`config.mk`:
```
export PLATFORM = sky130hd
export DESIGN_NAME = fifo_wr_arbiter
export DESIGN_NICKNAME = d
export VERILOG_FILES = /design/src/rtl/fifo_wr_arbiter.sv
export SDC_FILE = /design/constraint.sdc
export NUM_CORES = 1
export LEC_CHECK = 0
export ABC_AREA = 0
export CELL_PAD_IN_SITES_DETAIL_PLACEMENT = 1
export CELL_PAD_IN_SITES_GLOBAL_PLACEMENT = 2
export CORE_MARGIN = 4
export CORE_UTILIZATION = 39
export CTS_CLUSTER_DIAMETER = 150
export DETAILED_ROUTE_END_ITERATION = 8
export DONT_BUFFER_PORTS = 1
export PLACE_DENSITY_LB_ADDON = 0.1
export SYNTH_ARGS = -nofsm -noshare
export SYNTH_HDL_FRONTEND = slang
export SYNTH_SLANG_ARGS = --single-unit
```
`constraint.sdc`:
```
create_clock -name clk_w -period 5.8 [get_ports clk_w]
set_clock_uncertainty 0.2 [all_clocks]
set_input_delay 1.16 -clock clk_w [delete_from_list [all_inputs] [get_ports clk_w]]
set_output_delay 1.16 -clock clk_w [all_outputs]
set_load 0.01 [all_outputs]
```
`src/rtl/fifo_wr_arbiter.sv`:
```
// Round-robin write-port arbiter for the shared dual-clock FIFO array, write domain.
// Grants one producer per bounded burst and stalls writes whenever full/almost_full is up.
module fifo_wr_arbiter #(
  parameter int NUM_REQ        = 4,
  parameter int fifo_data_size = 16,
  parameter int MAX_BURST      = 4,
  parameter int CNT_W          = 16
) (
  input  logic                              clk_w,
  input  logic                              rst_w,
  input  logic [NUM_REQ-1:0]                req_valid,
  input  logic [NUM_REQ*fifo_data_size-1:0] req_data,
  output logic [NUM_REQ-1:0]                req_ready,
  input  logic                              full,
  input  logic                              almost_full,
  output logic                              w_en,
  output logic [fifo_data_size-1:0]         data_in,
  output logic [NUM_REQ-1:0]                grant,
  output logic                              busy,
  output logic [CNT_W-1:0]                  wr_count
);

  localparam int PTR_W = (NUM_REQ > 1) ? $clog2(NUM_REQ) : 1;
  localparam int BC_W  = (MAX_BURST > 1) ? $clog2(MAX_BURST) : 1;
  localparam logic [PTR_W:0]   NREQ_EXT  = (PTR_W+1)'(NUM_REQ);
  localparam logic [PTR_W-1:0] LAST_IDX  = PTR_W'(NUM_REQ - 1);
  localparam logic [BC_W-1:0]  LAST_BEAT = BC_W'(MAX_BURST - 1);

  localparam logic [0:0] ST_IDLE  = 1'b0;
  localparam logic [0:0] ST_BURST = 1'b1;

  logic [0:0]         r_state;
  logic [NUM_REQ-1:0] r_grant;
  logic [PTR_W-1:0]   r_gidx;
  logic [PTR_W-1:0]   r_rr_ptr;
  logic [BC_W-1:0]    r_burst_cnt;
  logic [CNT_W-1:0]   r_wr_count;

  logic               w_blocked;
  logic               w_in_burst;
  logic               w_sel_valid;
  logic               w_accept;
  logic               w_release;
  logic               w_found;
  logic [PTR_W:0]     w_sum;
  logic [PTR_W-1:0]   w_arb_idx;
  logic [NUM_REQ-1:0] w_arb_grant;
  logic [PTR_W-1:0]   w_next_ptr;

  assign w_blocked   = full | almost_full;
  assign w_in_burst  = (r_state == ST_BURST);
  assign w_sel_valid = |(req_valid & r_grant);
  assign w_accept    = w_in_burst & w_sel_valid & ~w_blocked;
  // A blocked cycle never releases, even if the owner has dropped valid.
  assign w_release   = w_in_burst &
                       ((w_accept & (r_burst_cnt == LAST_BEAT)) |
                        (~w_sel_valid & ~w_blocked));

  assign req_ready = (w_in_burst & ~w_blocked) ? r_grant : '0;
  assign w_en      = w_accept;
  assign data_in   = w_accept ? req_data[r_gidx*fifo_data_size +: fifo_data_size] : '0;
  assign grant     = r_grant;
  assign busy      = w_in_burst;
  assign wr_count  = r_wr_count;

  // Search upward from rr_ptr, wrapping modulo NUM_REQ (not modulo 2^PTR_W).
  always_comb begin
    w_found   = 1'b0;
    w_arb_idx = r_rr_ptr;
    w_sum     = '0;
    for (int unsigned i = 0; i < NUM_REQ; i++) begin
      w_sum = {1'b0, r_rr_ptr} + (PTR_W+1)'(i);
      if (w_sum >= NREQ_EXT) w_sum = w_sum - NREQ_EXT;
      if (!w_found && req_valid[w_sum[PTR_W-1:0]]) begin
        w_found   = 1'b1;
        w_arb_idx = w_sum[PTR_W-1:0];
      end
    end
  end

  assign w_arb_grant = NUM_REQ'(1) << w_arb_idx;
  assign w_next_ptr  = (r_gidx == LAST_IDX) ? '0 : r_gidx + 1'b1;

  always_ff @(posedge clk_w or negedge rst_w) begin
    if (!rst_w) begin
      r_state     <= ST_IDLE;
      r_grant     <= '0;
      r_gidx      <= '0;
      r_rr_ptr    <= '0;
      r_burst_cnt <= '0;
      r_wr_count  <= '0;
    end else begin
      case (r_state)
        ST_IDLE: begin
          if (w_found) begin
            r_state     <= ST_BURST;
            r_grant     <= w_arb_grant;
            r_gidx      <= w_arb_idx;
            r_burst_cnt <= '0;
          end
        end
        default: begin
          if (w_accept) begin
            r_burst_cnt <= r_burst_cnt + 1'b1;
            r_wr_count  <= r_wr_count + 1'b1;
          end
          if (w_release) begin
            r_state  <= ST_IDLE;
            r_grant  <= '0;
            r_rr_ptr <= w_next_ptr;
          end
        end
      endcase
    end
  end

endmodule

```
-- Yosys cells after proc, flatten, opt, wreduce, memory -nomap -nowiden
Index checks and enable logic that the tools add are counted.
- register bits after elaboration: 27
- input port bits: 72
- add/subtract/negate cells: 10
- $lt $le $gt $ge: 8
- equal/unequal tests: 4
- shift-type cells: 2
- multiplexer cells: 32
- bitwise logic cells: 12
- reduce and logical (&&, ||, !) cells: 13
- operators by type and width (kind ; count):
    $shiftx A64 B7 Y16 ; 1
    $mux W2 ; 12
    $add A16 B1 Y16 const B ; 1
    $mux W16 ; 1
    $mux W4 ; 4
    $lt A2 B3 Y1 const B ; 4
    $mux W1 ; 11
    $reduce_and A2 Y1 ; 5
    $ge A3 B3 Y1 const B ; 3
    $bmux W1 S2 ; 4
    $sub A2 B1 Y2 const B ; 4
    $add A2 B2 Y3 const B ; 2
    $and A1 B1 Y1 ; 6
    $add A2 B1 Y2 const B ; 2
    $and A4 B4 Y4 ; 1
    $eq A2 B2 Y1 const B ; 2
    $ne A2 B1 Y1 const B ; 2
    $reduce_or A4 Y1 ; 1
    $shl A1 B2 Y4 const A ; 1
    $add A2 B1 Y3 const B ; 1
    $ge A2 B3 Y1 const B ; 1
    $logic_and A1 B1 Y1 ; 3
    $logic_not A1 Y1 ; 3
    $not A1 Y1 ; 3
    2 further kinds ; 3

-- Depth between registers and ports, before layout
- word-level depth: 17
- gate-level depth with buffers: 7

-- Least setup slack after synthesis
OpenSTA, ideal clock, no wires.
- kind: input to output
- start point: input port almost_full
- end point: output port data_in[10]
- data arrival time: 2.316 ns
- required time: 4.440 ns
- slack: 2.124 ns
- cell stages on the path: 6
- cells stage by stage: or3b_1 -> buf_6 -> a21o_2 -> inv_2 -> buf_2 -> and2_1
- cells in the longest elaborated chain, start to end: 4
- RTL lines (item ; line ; RTL):
    from (decl) ; 15 ; input logic almost_full,
    $or A1 B1 Y1 ; 50 ; assign w_blocked = full | almost_full;
    $not A1 Y1 ; 53 ; assign w_accept = w_in_burst & w_sel_valid & ~w_blocked;
    $and A1 B1 Y1 ; 53 ;
    net w_en ; 16 ; output logic w_en,
    $mux W16 ; 61 ; assign data_in = w_accept ? req_data[r_gidx*fifo_data_size +: fifo_data_size] : '0;
    to (decl) ; 17 ; output logic [fifo_data_size-1:0] data_in,
The timed path passes the listed nets, and every way through them passes these cells.

-- Worst setup path in the final report
- start point: input port almost_full
- end point: output port data_in[12]
Same word-level chain as after synthesis.

==> impl_metrics.py <==
metrics = {
    "run_status": {
        "outcome": "finished clean",
    },
    "global_routing": {
        "grt_first_pass_wirelength_mm": 7.914,
        "grt_antenna_before_repair": 0,
        "grt.overflow.total": 0,
        "grt_use_met2": 0.2944,
        "grt_util_all_layers": 0.1662,
        "grt_max_degree": 28,
        "groute.layer.met1.usage": 0.1909,
        "grt_util_met3": 0.05855,
        "grt_busiest_layer": "met2",
        "first_global_vias": 1480,
    },
    "hold_path": {
        "holdCritPathClass": "flop to flop",
    },
    "cells_and_area": {
        "layout.filler_cells": 482,
        "finalNetCount": 235,
        "area_of_the_multi_input_gates_um2": 1129,
        "antennaDiodeCount": 0,
        "synthToLayoutAreaGrowth_pct": 3.559,
        "post_route_cells_drive_above_1_share": 0.1887,
        "final-seq-area_um2": 675.6,
        "post-route-cell-area_um2": 1929,
        "layout_commonest_cell": "sky130_fd_sc_hd__dfrtp_1",
        "layout_common_cells": "sky130_fd_sc_hd__dfrtp_1, sky130_fd_sc_hd__and2_1, sky130_fd_sc_hd__mux4_2, sky130_fd_sc_hd__nand2_1, sky130_fd_sc_hd__xnor2_1",
    },
    "pwr": {
        "part_of_the_total_power_dissipated_in_sequential_elements": 0.476,
        "total_switching_power_uw": 282.9,
        "max-vdd-ir-drop_uv": 231.3,
        "total_leakage_power_uw": 0.0007815,
        "p_per_area_nw_per_um2": 374.4,
        "pwr-share-comb": 0.372,
        "power_report.internal_total_uw": 439.5,
        "p_sw_frac": 0.3916,
        "clock_group_share_of_total_power": 0.152,
    },
    "drt": {
        "dr.first_iter.drc_count": 24,
        "drc": 0,
        "detail-route-antenna-nets": 0,
        "routed_wirelength_mm": 4.838,
        "first_pass_iters": 4,
        "via_per_inst": 6.422,
        "routedWlPerCell_um": 22.93,
        "routed-via-count": 1355,
    },
    "sta": {
        "max_slew_violations": 0,
        "period_needed_ns": 3.858,
        "period_share": 0.6651,
        "totalNegativeSetupSlack_ns": 0,
        "grt_setup_unrepaired": "false",
        "maxClockFrequency_mhz": 259.2,
        "worst_slew_margin_rel": 0.3203,
        "fin_worst_hold_slack_ns": 0.3305,
        "timing_hold_violations_final": 0,
        "worst_slew_pin_slew_ns": 1.020,
        "setup_viol": 0,
    },
    "place": {
        "placement.io_buffers": 0,
        "postPlaceCellArea_um2": 1881,
        "dpl.hpwl_mm": 3.867,
        "globalplace.congestion": 0.8077,
    },
    "critical_path": {
        "start_kind": "input port",
        "critical_path_peak_fanout": 21,
        "end_kind": "output port",
        "worst_ep_arrival_time_ns": 2.50,
        "timing_worst_setup_path_type": "input port to output port",
        "required_time_of_the_worst_setup_path_ns": 4.44,
    },
    "floorplan": {
        "floorplan.initialDensity": 0.4164,
        "chipWidth_um": 77.12,
        "io_pins": 114,
        "rows": 24,
        "die_area_um2": 5947,
        "die_h_um": 77.12,
        "placeable_area_um2": 4474,
    },
    "clocking": {
        "cts_tree": "yes",
        "clk-insertion-delay-late_ns": 0.27,
        "cts_hold_buf": 0,
        "ctsHtreeMaxLevel": 1,
        "inserted_clock_buffers": 3,
        "clock_tree.root_cell": "sky130_fd_sc_hd__clkbuf_8",
        "clk_pin_slew_worst_paths_ns": 0.10,
        "postCtsSetupRepairBufs": 0,
        "cts.repair.resized": 0,
        "numClockSinks": 27,
        "clk_path_buf_depth": 2,
    },
    "yosys": {
        "synth_top_cell_area_share": 0.3627,
        "simple_gate_area_share_of_the_yosys_netlist": 0.1867,
        "synth.distinct_cells": 44,
        "synth_xor_xnor_area_share": 0.07925,
        "async_flop_share": 1.000,
        "synth.yosys.warnings": 0,
        "synthesis.instances": 163,
        "postSynthRegisterBits": 27,
        "synthesis.area_um2": 1863,
        "synth_top_family_by_area": "multiplexers",
        "synth.net_count": 238,
        "netlist_top_cells_area": "sky130_fd_sc_hd__dfrtp_1, sky130_fd_sc_hd__mux4_2, sky130_fd_sc_hd__and2_1",
        "ys_seq_area_frac": 0.3627,
        "netlist.top_cell.by_area": "sky130_fd_sc_hd__dfrtp_1",
        "synth.mux.area_fraction": 0.1995,
        "synth_enable_flop_cells": 0,
        "synth_compound_gate_area_share": 0.1202,
        "yosys_most_used_dff": "sky130_fd_sc_hd__dfrtp_1",
        "synth_fa_ha_area_frac": 0.02015,
        "synthesis.area_per_instance_um2": 11.43,
    },
    "run": {
        "max_cap_violations": 0,
    },
}
cell usage after synthesis (2+ instances only):
library cell and n:
sky130_fd_sc_hd__dfrtp_1 27, sky130_fd_sc_hd__and2_1 20, sky130_fd_sc_hd__mux4_2 16, sky130_fd_sc_hd__nand2_1 15, sky130_fd_sc_hd__xnor2_1 13, sky130_fd_sc_hd__nand3_1 6
sky130_fd_sc_hd__buf_2 5, sky130_fd_sc_hd__nand4_1 5, sky130_fd_sc_hd__a21oi_1 4, sky130_fd_sc_hd__o21ai_0 4, sky130_fd_sc_hd__ha_1 3, sky130_fd_sc_hd__nor2_1 3
sky130_fd_sc_hd__nor2b_1 3, sky130_fd_sc_hd__a211oi_4 2, sky130_fd_sc_hd__a22o_1 2, sky130_fd_sc_hd__and3_1 2, sky130_fd_sc_hd__inv_1 2, sky130_fd_sc_hd__nor3_1 2
sky130_fd_sc_hd__o22a_1 2, sky130_fd_sc_hd__o2bb2ai_1 2, sky130_fd_sc_hd__xor2_1 2
metal layers:
layer  vias to the layer above  wire length, um
li1                        591                -
met1                       678             1807
met2                        82             2467
met3                         4              533
met4                         0               29
met5                         -                0
flip-flops by register name, indices dropped and copies added, names as in the netlist:
register,count
busy,1
grant,4
r_burst_cnt,2
r_gidx,2
r_rr_ptr,2
wr_count,16
area by class of cell:
type	instances	area share
inverters	3	0.005837
flip-flops and latches	27	0.3502
well taps	52	0.03372
clock buffers	3	0.02140
multi-input cells	125	0.5850
clock inverters	1	0.003891
power groups by stage:
| stage | Clock (uW) | Sequential (uW) | Combinational [uW] |
|---|---|---|---|
| 2_1_floorplan | 0 | 285 | 286 |
| 3_3_place_gp | 0 | 347 | 263 |
| 3_5_place_dp | 0 | 354 | 272 |
| 4_1_cts | 114 | 348 | 272 |
| 5_1_grt | 121 | 360 | 300 |
| 6_report | 110 | 344 | 269 |
stage by stage:
step           utilization  std cells  total power [uW]  setup slack, ns
2_1_floorplan            -        163             570.9            2.124
3_3_place_gp        0.4203        207             609.6            1.976
3_5_place_dp        0.4203        207             625.6            1.925
4_1_cts             0.4312        211             733.8            1.924
5_1_grt             0.4312        211             780.8            1.835
6_report            0.4312        211             722.4            1.942
kinds of logic after synthesis:
kind of cell | after synthesis
multiplexers | 17
AO/OA/AOI/OAI | 26
AND/OR/NAND/NOR | 63
buffers and inverters | 11
XOR/XNOR | 16
flip-flops | 27
adder cells (fa/ha/maj) | 3
worst max-delay path: stages:
cell and delay, ns:
sky130_fd_sc_hd__or3b_1 0.52, sky130_fd_sc_hd__a21o_2 0.28, sky130_fd_sc_hd__inv_2 0.27, sky130_fd_sc_hd__and2_1 0.25
worst paths after layout:
kind                           startpoint              to  slack [ns]  depth (start not counted)
max                           almost_full     data_in[12]        1.94                          4
min                        r_burst_cnt[1]  r_burst_cnt[1]        0.33                          2
max reg2reg                          busy     wr_count[2]        3.72                          5
min reg2reg                r_burst_cnt[1]  r_burst_cnt[1]        0.33                          2
max in group asynchronous           rst_w       r_gidx[1]        4.95                          0
min in group asynchronous           rst_w     wr_count[5]        0.37                          0
Note: power is estimated with default switching activity, not from simulation.
==> RTL edit (same flow settings) <==
Register the output `wr_count` once more, without a reset; this adds one clock of latency there. The other outputs are not delayed to match.
--- a/src/rtl/fifo_wr_arbiter.sv
+++ b/src/rtl/fifo_wr_arbiter.sv
@@ -62,5 +62,7 @@
   assign grant     = r_grant;
   assign busy      = w_in_burst;
-  assign wr_count  = r_wr_count;
+  always_ff @(posedge clk_w) begin
+    wr_count <= r_wr_count;
+  end
 
   // Search upward from rr_ptr, wrapping modulo NUM_REQ (not modulo 2^PTR_W).
Check against the original RTL: not equivalent (a bounded check fails within 4 cycles, from zero or initial values and one cycle with rst_w low).
==> RTL edit against the unedited design <==
Setup slack gained 36 ps; register-to-register slack worse by 40 ps; wire length rose by 9.1%; design area grew 20%; global-route usage fell by 1.2 points; largest power group unchanged; utilization up 0.66 points; final cell count rose by 18%; sequential share of layout area up 8.1 points; synthesized area increased by 17%; sequential cell count up 16; sequential power up 36%; count of clock-buffer cells in the layout grew 3; combinational power increased by 3%; total power grew 28%.
==> RTL edit: results <==
group,metric,value,unit
sta,slew_headroom,31.9,%
place,io_buffer_count,0,
synth,ys_dominant_reg_cell,"dfrtp_1",
final_layout,post_route_cells_drive_above_1_share,17.4,%
clocking,post-cts-setup-buffers,0,
clocking,cts_max_path_buffers,2,
grt,grt.total_usage,15.4,%
setup_path,r2r.worst_path.cells,5,
clocking,ctsHtreeMaxLevel,2,
worst_hold_path,hold_path_startpoint,"r_wr_count[15]",
clocking,clk_pin_slew,80,ps
synth,ys.warnings.count,0,
drt,drt_wl_total,5280,um
place,post_dp_cell_area,0.00222,mm2
final_layout,antenna_cells,0,
place,gp_congestion,0.789,
clocking,worst_skew_pair.late_latency,290,ps
synth,yosysSeqAreaShare,45.8,%
setup_path,setup.worst_path.start,"almost_full",
drt,detail_route.iter0.violations,26,
setup_path,setup.reg_to_reg.worst_slack,3680,ps
final_layout,fillCellCount,584,
status,run_status,"complete, no violations",
drt,vias_per_cell,5.64,
clocking,cts_made_buffers,5,
setup_path,critPathMaxFanout,22,
setup_path,regToRegEndpoint,"r_burst_cnt[0]",
synth,async_flop_share,62.8,%
drt,detail_route.first_pass.iterations,4,
grt,grt_start_max_net_pins,28,
synth,synth.area.top_cells,"dfrtp_1 31%, mux4_2 17%, dfxtp_1 15%, and2_1 6.0%, xnor2_1 5.2%",
grt,antenna_violations_before_repair,0,
power_and_ir_drop,ir_worst_vdd,0.143,mV
synth,synth_nets,252,
grt,first_pass_grt_wire_length,7940,um
clocking,ctsRootBufferMaster,"clkbuf_8",
clocking,cts_resized,0,
setup_path,worstSetupEndpoint,"data_in[0]",
power_and_ir_drop,power_leakage,0.945,nW
setup_path,r2r-start,"grant[0]",
place,dp.final_hpwl,4290,um
grt,first_global_vias,1552,
synth,synth_top_cells_by_count,"27 x dfrtp_1, 21 x and2_1, 16 x dfxtp_1, 16 x mux4_2, 13 x xnor2_1",
synth,yosysUniqueCellTypes,40,
worst_hold_path,hold_path_class,"register to register",
==> RTL edit: cells by family (layout without fill, tap and decap cells) <==
group	count (synthesis)	count (layout)	synth area share, %
AO/OA/AOI/OAI	27	27	10.3
multiplexers	17	17	17.1
XOR/XNOR	16	16	6.44
buffers and inverters	10	11	2.36
AND/OR/NAND/NOR	61	61	16.3
adder cells (fa/ha/maj)	3	3	1.73
flip-flops	43	43	45.8
==> RTL edit: metrics by stage <==
| step | std cells | worst slack (ps) |
|---|---|---|
| 2_1_floorplan | 177 | 2130 |
| 3_3_place_gp | 240 | 2000 |
| 3_5_place_dp | 240 | 1960 |
| 4_1_cts | 248 | 1960 |
| 5_1_grt | 248 | 1890 |
| 6_report | 248 | 1980 |
==> RTL edit: power breakdown <==
group	switching [W]	internal (W)	total (W)
clock network	0.0000995	0.0000842	0.000184
registers	0.000118	0.000349	0.000467
logic	0.000108	0.000167	0.000276
==> RTL edit: area by class of cell <==
type | count | area [um2] | area share [%]
Multi-Input combinational cell | 124 | 1130 | 48.9
Sequential cell | 43 | 996 | 43.2
Clock inverter | 2 | 12.5 | 0.542
Tap cell | 70 | 87.6 | 3.80
Inverter | 3 | 11.3 | 0.488
Clock buffer | 6 | 72.6 | 3.15
==> RTL edit: worst min path at each step <==
stage	end	slack (ps)	depth (start not counted)
after floorplan	wr_count[15]	170	0
after global placement	wr_count[15]	180	0
after detailed placement	wr_count[15]	190	0
after CTS	wr_count[15]	200	0
after global routing	wr_count[15]	220	0
final	wr_count[15]	200	0
==> RTL edit: per-layer routing <==
| layer | track usage (%) | share of wire (%) |
|---|---|---|
| met4 | 2.94 | 0.40 |
| met1 | 19.5 | 39 |
| met5 | 0 | 0 |
| met3 | 4.77 | 7.0 |
| met2 | 26.1 | 53 |
==> RTL edit: worst max-delay path, stage by stage <==
cell and delay [ps]:
or3b_1 510, a21o_2 270, inv_2 260, and2_1 250
